`config.mk`:
```
export PLATFORM = sky130hd
export DESIGN_NAME = alu_sequencer
export DESIGN_NICKNAME = d
export VERILOG_FILES = /design/src/rtl/alu_sequencer.sv
export SDC_FILE = /design/constraint.sdc
export NUM_CORES = 1
export LEC_CHECK = 0
export BUFFER_PORTS_ARGS = -buffer_cell sky130_fd_sc_hd__buf_2
export CELL_PAD_IN_SITES_DETAIL_PLACEMENT = 1
export CELL_PAD_IN_SITES_GLOBAL_PLACEMENT = 2
export CORE_ASPECT_RATIO = 0.7
export CORE_UTILIZATION = 31
export CTS_CLUSTER_SIZE = 14
export DETAILED_ROUTE_END_ITERATION = 8
export PLACE_DENSITY_LB_ADDON = 0.1
export SLEW_MARGIN = 30
export SYNTH_ARGS = -nofsm -noshare
export SYNTH_HDL_FRONTEND = slang
export SYNTH_SLANG_ARGS = --single-unit
```
`constraint.sdc`:
```
create_clock -name clk_i -period 5 [get_ports clk_i]
set_input_delay 0.75 -clock clk_i [delete_from_list [all_inputs] [get_ports clk_i]]
set_output_delay 0.75 -clock clk_i [all_outputs]
set_load 0.005 [all_outputs]
```
`src/rtl/alu_sequencer.sv`:
```
// Instruction issuer for the 8-bit combinational ALU: 4-entry register file, flag register,
// IDLE/EXEC/DONE sequencing. Optional carry chaining via `define ALU_SEQ_CARRY_CHAIN_EN.
module alu_sequencer #(
  parameter int BUS_WIDTH = 8
) (
  input  logic                 clk_i,
  input  logic                 rst_i,
  input  logic                 instr_valid_i,
  output logic                 instr_ready_o,
  input  logic [3:0]           instr_op_i,
  input  logic [1:0]           instr_rd_i,
  input  logic [1:0]           instr_rs_i,
  input  logic [BUS_WIDTH-1:0] instr_imm_i,
  output logic [BUS_WIDTH-1:0] alu_a_o,
  output logic [BUS_WIDTH-1:0] alu_b_o,
  output logic [3:0]           alu_opcode_o,
  output logic                 alu_car_in_o,
  input  logic [BUS_WIDTH-1:0] alu_y_i,
  input  logic                 alu_car_out_i,
  input  logic                 alu_borrow_i,
  input  logic                 alu_zero_i,
  input  logic                 alu_parity_i,
  input  logic                 alu_invalid_op_i,
  output logic                 res_valid_o,
  input  logic                 res_ready_i,
  output logic [BUS_WIDTH-1:0] res_data_o,
  output logic [3:0]           res_flags_o,
  output logic                 res_err_o,
  output logic                 err_sticky_o
);

  typedef enum logic [1:0] {
    ST_IDLE = 2'd0,
    ST_EXEC = 2'd1,
    ST_DONE = 2'd2
  } state_e;

  localparam logic [3:0] OP_LOAD    = 4'd0;
  localparam logic [3:0] OP_LAST_OK = 4'd9;
  localparam int         FLAG_C     = 3;
  localparam int         FLAG_B     = 2;

  function automatic logic parity_f(input logic [BUS_WIDTH-1:0] v);
    return ^v;
  endfunction

  state_e               state_q, state_d;
  logic [3:0]           op_q, op_d;
  logic [1:0]           rd_q, rd_d;
  logic [1:0]           rs_q, rs_d;
  logic [BUS_WIDTH-1:0] imm_q, imm_d;
  logic [BUS_WIDTH-1:0] rf_q [4];
  logic [BUS_WIDTH-1:0] rf_d [4];
  logic [3:0]           flags_q, flags_d;
  logic                 err_sticky_q, err_sticky_d;
  logic                 res_valid_q, res_valid_d;
  logic [BUS_WIDTH-1:0] res_data_q, res_data_d;
  logic [3:0]           res_flags_q, res_flags_d;
  logic                 res_err_q, res_err_d;
  logic                 carry_in_s;
  logic                 accept_s;
  logic                 exec_err_s;

`ifdef ALU_SEQ_CARRY_CHAIN_EN
  assign carry_in_s = flags_q[FLAG_C];
`else
  assign carry_in_s = 1'b0;
`endif

  assign instr_ready_o = (state_q == ST_IDLE) && !rst_i;
  assign accept_s      = instr_ready_o && instr_valid_i;
  // Opcodes above 9 are rejected even if the ALU fails to flag them.
  assign exec_err_s    = alu_invalid_op_i || (op_q > OP_LAST_OK);

  assign res_valid_o  = res_valid_q;
  assign res_data_o   = res_data_q;
  assign res_flags_o  = res_flags_q;
  assign res_err_o    = res_err_q;
  assign err_sticky_o = err_sticky_q;

  // State, register file, flags and result registers.
  always_ff @(posedge clk_i) begin
    if (rst_i) begin
      state_q      <= ST_IDLE;
      op_q         <= 4'd0;
      rd_q         <= 2'd0;
      rs_q         <= 2'd0;
      imm_q        <= '0;
      for (int i = 0; i < 4; i++) begin
        rf_q[i] <= '0;
      end
      flags_q      <= 4'd0;
      err_sticky_q <= 1'b0;
      res_valid_q  <= 1'b0;
      res_data_q   <= '0;
      res_flags_q  <= 4'd0;
      res_err_q    <= 1'b0;
    end else begin
      state_q      <= state_d;
      op_q         <= op_d;
      rd_q         <= rd_d;
      rs_q         <= rs_d;
      imm_q        <= imm_d;
      rf_q         <= rf_d;
      flags_q      <= flags_d;
      err_sticky_q <= err_sticky_d;
      res_valid_q  <= res_valid_d;
      res_data_q   <= res_data_d;
      res_flags_q  <= res_flags_d;
      res_err_q    <= res_err_d;
    end
  end

  // Next-state, ALU drive and capture of ALU results at the end of EXEC.
  always_comb begin
    state_d      = state_q;
    op_d         = op_q;
    rd_d         = rd_q;
    rs_d         = rs_q;
    imm_d        = imm_q;
    rf_d         = rf_q;
    flags_d      = flags_q;
    err_sticky_d = err_sticky_q;
    res_valid_d  = res_valid_q;
    res_data_d   = res_data_q;
    res_flags_d  = res_flags_q;
    res_err_d    = res_err_q;
    alu_a_o      = '0;
    alu_b_o      = '0;
    alu_opcode_o = 4'd0;
    alu_car_in_o = 1'b0;

    case (state_q)
      ST_IDLE: begin
        if (accept_s) begin
          op_d    = instr_op_i;
          rd_d    = instr_rd_i;
          rs_d    = instr_rs_i;
          imm_d   = instr_imm_i;
          state_d = ST_EXEC;
        end else begin
          state_d = ST_IDLE;
        end
      end

      ST_EXEC: begin
        alu_a_o      = rf_q[rd_q];
        alu_b_o      = rf_q[rs_q];
        alu_opcode_o = op_q;
        alu_car_in_o = carry_in_s;
        state_d      = ST_DONE;
        res_valid_d  = 1'b1;
        if (op_q == OP_LOAD) begin
          rf_d[rd_q] = imm_q;
          flags_d    = {flags_q[FLAG_C], flags_q[FLAG_B], (imm_q == '0), parity_f(imm_q)};
          res_data_d = imm_q;
          res_err_d  = 1'b0;
        end else if (exec_err_s) begin
          res_data_d   = rf_q[rd_q];
          res_err_d    = 1'b1;
          err_sticky_d = 1'b1;
        end else begin
          rf_d[rd_q] = alu_y_i;
          flags_d    = {alu_car_out_i, alu_borrow_i, alu_zero_i, alu_parity_i};
          res_data_d = alu_y_i;
          res_err_d  = 1'b0;
        end
        res_flags_d = flags_d;
      end

      ST_DONE: begin
        if (res_ready_i) begin
          res_valid_d = 1'b0;
          state_d     = ST_IDLE;
        end else begin
          state_d = ST_DONE;
        end
      end

      default: begin
        state_d     = ST_IDLE;
        res_valid_d = 1'b0;
      end
    endcase
  end

endmodule

```
==> flow_summary.ini <==
[global_routing]
total_global_route_track_usage_pct = 18.4
grt_antenna_before_repair = 0
overflow = 0
grt_pass1_wl_um = 15200
grt_pass1_vias = 2727
grt_start_max_net_pins = 74

[place]
hpwl_reported_at_the_end_of_detailed_placement_um = 6870
gp_congestion = 0.713
post_placement_worst_setup_slack_ns = 2.18
port-buffer-count = 68

[synth]
synth.lib_cells_used.distinct = 38
synth_simple_gate_area_share_pct = 20.6
syn_avg_cell_area_um2 = 9.77
total_nets_after_synthesis = 381
synth.area.mux_share_pct = 23.5
synth.yosys.warnings = 0
synth_seq_cells = 65
synth-adder-area-share_pct = 1.49
synthesis.instances = 344
fraction_of_the_mapped_netlist_area_in_compound_gates_pct = 9.79
synth_top_family_by_area = multiplexers
synth_xor_xnor_area_share_pct = 0.782
mappedNetlistArea_mm2 = 0.00336
synth.top_cell.area_share_pct = 38.7
synth.area.top_cells = sky130_fd_sc_hd__dfxtp_1, sky130_fd_sc_hd__mux2i_1, sky130_fd_sc_hd__mux4_2
yosysSeqAreaShare_pct = 38.7
yosys.area.top_type = sky130_fd_sc_hd__dfxtp_1

[setup_path]
worst-setup-path-type = flop to primary output
worst-endpoint-arrival_ns = 2.17
timing.critical_path.required_ns = 4.25
crit_path_max_incr_delay_ns = 0.87
crit_path_cell_trace = mux4_2 -> and2_1 -> buf_2
path_max_fanout = 13
critical_path.startpoint_type = flop
critPathSlowestCell = sky130_fd_sc_hd__dfxtp_1
end_kind = primary output

[floorplanning]
die_y_um = 89.1
die_x_um = 126
design.die.area_mm2 = 0.0113
floorplan.initialDensity_pct = 32.2
rows = 31
design.portCount = 70
coreArea_mm2 = 0.0104

[clock_network]
postCtsSetupRepairBufs = 0
clock_sink_count = 65
cts-root-to-sink-buffers = 2
clock_insertion_delay_at_the_later_pin_of_the_skew_report_ns = 0.33
root_buffer_selected_by_cts = sky130_fd_sc_hd__clkbuf_16
cts_hold_repair.buffers = 0
post_cts.resized_instances = 0
worst_setup_hold_path_clk_slew_ns = 0.05
cts_tree = yes
cts_inserted_buffers = 9
cts_max_level = 3

[sta]
finClkSkew_ns = 0.00595
fmax_mhz = 342
final-max-slew-violation-count = 0
grt_setup_unrepaired = false
worst_slack_ns = 2.08
timing.final.setup_violations = 0
min_period_over_period_pct = 58.5
worstMarginPinSlew_ns = 0.848
setup_total_negative_slack_ns = 0
hold_viol = 0
fin_crit_ns = 2.92
worst_slew_margin_rel_pct = 43.4

[routing]
detailroute.via_count = 2626
wirelength_um = 9690
routed_via_density = 4.91
wl_per_cell_um = 18.1
route.antenna.remaining_nets = 0
drt_pre_antenna_iters = 4
drt_iter0_markers = 95
drc = 0

[worst_hold_path]
min-delay-path-class = flop to flop

[pwr]
power_per_cell_area_mw_per_mm2 = 315
irDropWorstVdd_v = 0.000141
leakage_nw = 1.75

[job]
max_cap_violations = 0

[layout]
insertedDiodeCount = 0
nNetsFinal = 436
drive_gt1_share_pct = 28.5
flow.area_growth_from_synthesis_pct = 19.4

[run_status]
outcome = complete, no violations
[registers in the layout (all words and copies together), names as in the netlist]
| register | cells |
|---|---|
| res_flags_o | 4 |
| res_data_o | 8 |
| res_err_o | 1 |
| err_sticky_o | 1 |
| rd_q | 2 |
| state_q | 2 |
| res_valid_o | 1 |
| rf_q | 32 |
| op_q | 4 |
| imm_q | 8 |
| rs_q | 2 |
[layout by cell type (no fill, tap or decap), types with 2 or more instances in the layout]
| cell | synthesis | final |
|---|---|---|
| sky130_fd_sc_hd__buf_4 | 1 | 2 |
| sky130_fd_sc_hd__buf_2 | 7 | 68 |
| sky130_fd_sc_hd__o21ai_0 | 5 | 5 |
| sky130_fd_sc_hd__inv_1 | 8 | 8 |
| sky130_fd_sc_hd__nor2_1 | 9 | 9 |
| sky130_fd_sc_hd__a211o_1 | 8 | 8 |
| sky130_fd_sc_hd__mux2i_1 | 43 | 43 |
| sky130_fd_sc_hd__a21oi_1 | 22 | 22 |
| sky130_fd_sc_hd__nor3_1 | 2 | 2 |
| sky130_fd_sc_hd__mux4_2 | 16 | 16 |
| sky130_fd_sc_hd__clkbuf_16 | 0 | 9 |
| sky130_fd_sc_hd__nand2_1 | 33 | 33 |
| sky130_fd_sc_hd__a211oi_1 | 8 | 8 |
| sky130_fd_sc_hd__nand4b_1 | 3 | 3 |
| sky130_fd_sc_hd__and2_1 | 20 | 20 |
| sky130_fd_sc_hd__xnor2_1 | 2 | 2 |
| sky130_fd_sc_hd__o21ai_1 | 4 | 4 |
| sky130_fd_sc_hd__nand2b_1 | 42 | 42 |
| sky130_fd_sc_hd__nor2_2 | 2 | 2 |
| sky130_fd_sc_hd__clkinv_2 | 0 | 4 |
| sky130_fd_sc_hd__dfxtp_1 | 65 | 65 |
| sky130_fd_sc_hd__or2_2 | 8 | 8 |
| sky130_fd_sc_hd__ha_1 | 4 | 4 |
[synth_stat cells, drive strengths merged]
library cell,number
dfxtp,65
nor2,11
ha,4
or2,8
a211oi,8
nor2b,2
nand2b,42
o21ai,10
conb,1
nor3,2
xnor2,2
inv,8
o2111ai,1
and2,20
a21o,1
a211o,8
clkbuf,14
nand2,33
nand4,2
a21bo,1
a21oi,22
clkinv,1
mux4,16
or4,1
buf,12
nand3,1
xor2,1
nand4b,3
mux2i,43
a311oi,1
[worst max-delay path: cells and delay by family, from the launching register on]
kind / cells / cell delay [ns]
multiplexers: 1 / 0.67
AND/OR/NAND/NOR: 1 / 0.18
flip-flops: 1 / 0.87
buffers and inverters: 1 / 0.12
[cell type report]
cell class | count | area [um2]
Inverter | 9 | 33.8
Clock inverter | 4 | 20.0
Multi-Input combinational cell | 244 | 1900
Clock buffer | 11 | 243
Sequential cell | 65 | 1300
Timing Repair Buffer | 70 | 355
Tap cell | 132 | 165
Fill cell | 1201 | 6420
[logic make-up after synthesis]
kind of cell | after synthesis
other cells | 1
flops | 65
buf+inv | 35
xor+xnor | 3
fa+ha+maj | 4
compound gates | 52
mux | 59
simple gates | 125
[power by group]
part           internal (W)  leakage (nW)  switching, W
sequential         0.000534         0.526     0.0000187
clock              0.000342         0.135      0.000225
combinational     0.0000643          1.09     0.0000808
total              0.000940          1.75      0.000324
[through the flow]
| stage | hold WS (ns) | power [W] | util [%] | instances | area, um2 |
|---|---|---|---|---|---|
| 6_report | 0.464 | 0.00126 | 38.5 | 535 | 4010 |
| 5_1_grt | 0.495 | 0.00132 | 38.5 | 535 | 4010 |
| 4_1_cts | 0.466 | 0.00128 | 38.5 | 535 | 4010 |
| 3_5_place_dp | 0.455 | 0.000711 | 36.0 | 520 | 3750 |
| 3_3_place_gp | 0.451 | 0.000709 | 36.0 | 520 | 3750 |
| 2_1_floorplan | 0.449 | 0.000664 | - | 344 | 3360 |
[metal layers]
layer | vias up | wire, um | GRT usage, % | part of all wire, %
li1 | 1302 | - | - | -
met1 | 1269 | 5130 | 25.6 | 53
met2 | 49 | 4160 | 28.4 | 43
met3 | 6 | 333 | 5.03 | 3.4
met4 | 0 | 70 | 4.93 | 0.72
met5 | - | 0 | 0 | 0
[worst paths after layout]
path / end / slack, ns / cells after the start / startpoint
worst max-delay path: alu_a_o[2] / 2.08 / 3 / rd_q[0]
worst min-delay path: res_data_o[6] / 0.46 / 2 / res_data_o[6]
worst max register to register: rf_q[11] / 2.58 / 4 / state_q[0]
worst min register to register: res_data_o[6] / 0.46 / 2 / res_data_o[6]
No activity file was read; power rests on OpenSTA's default activity.
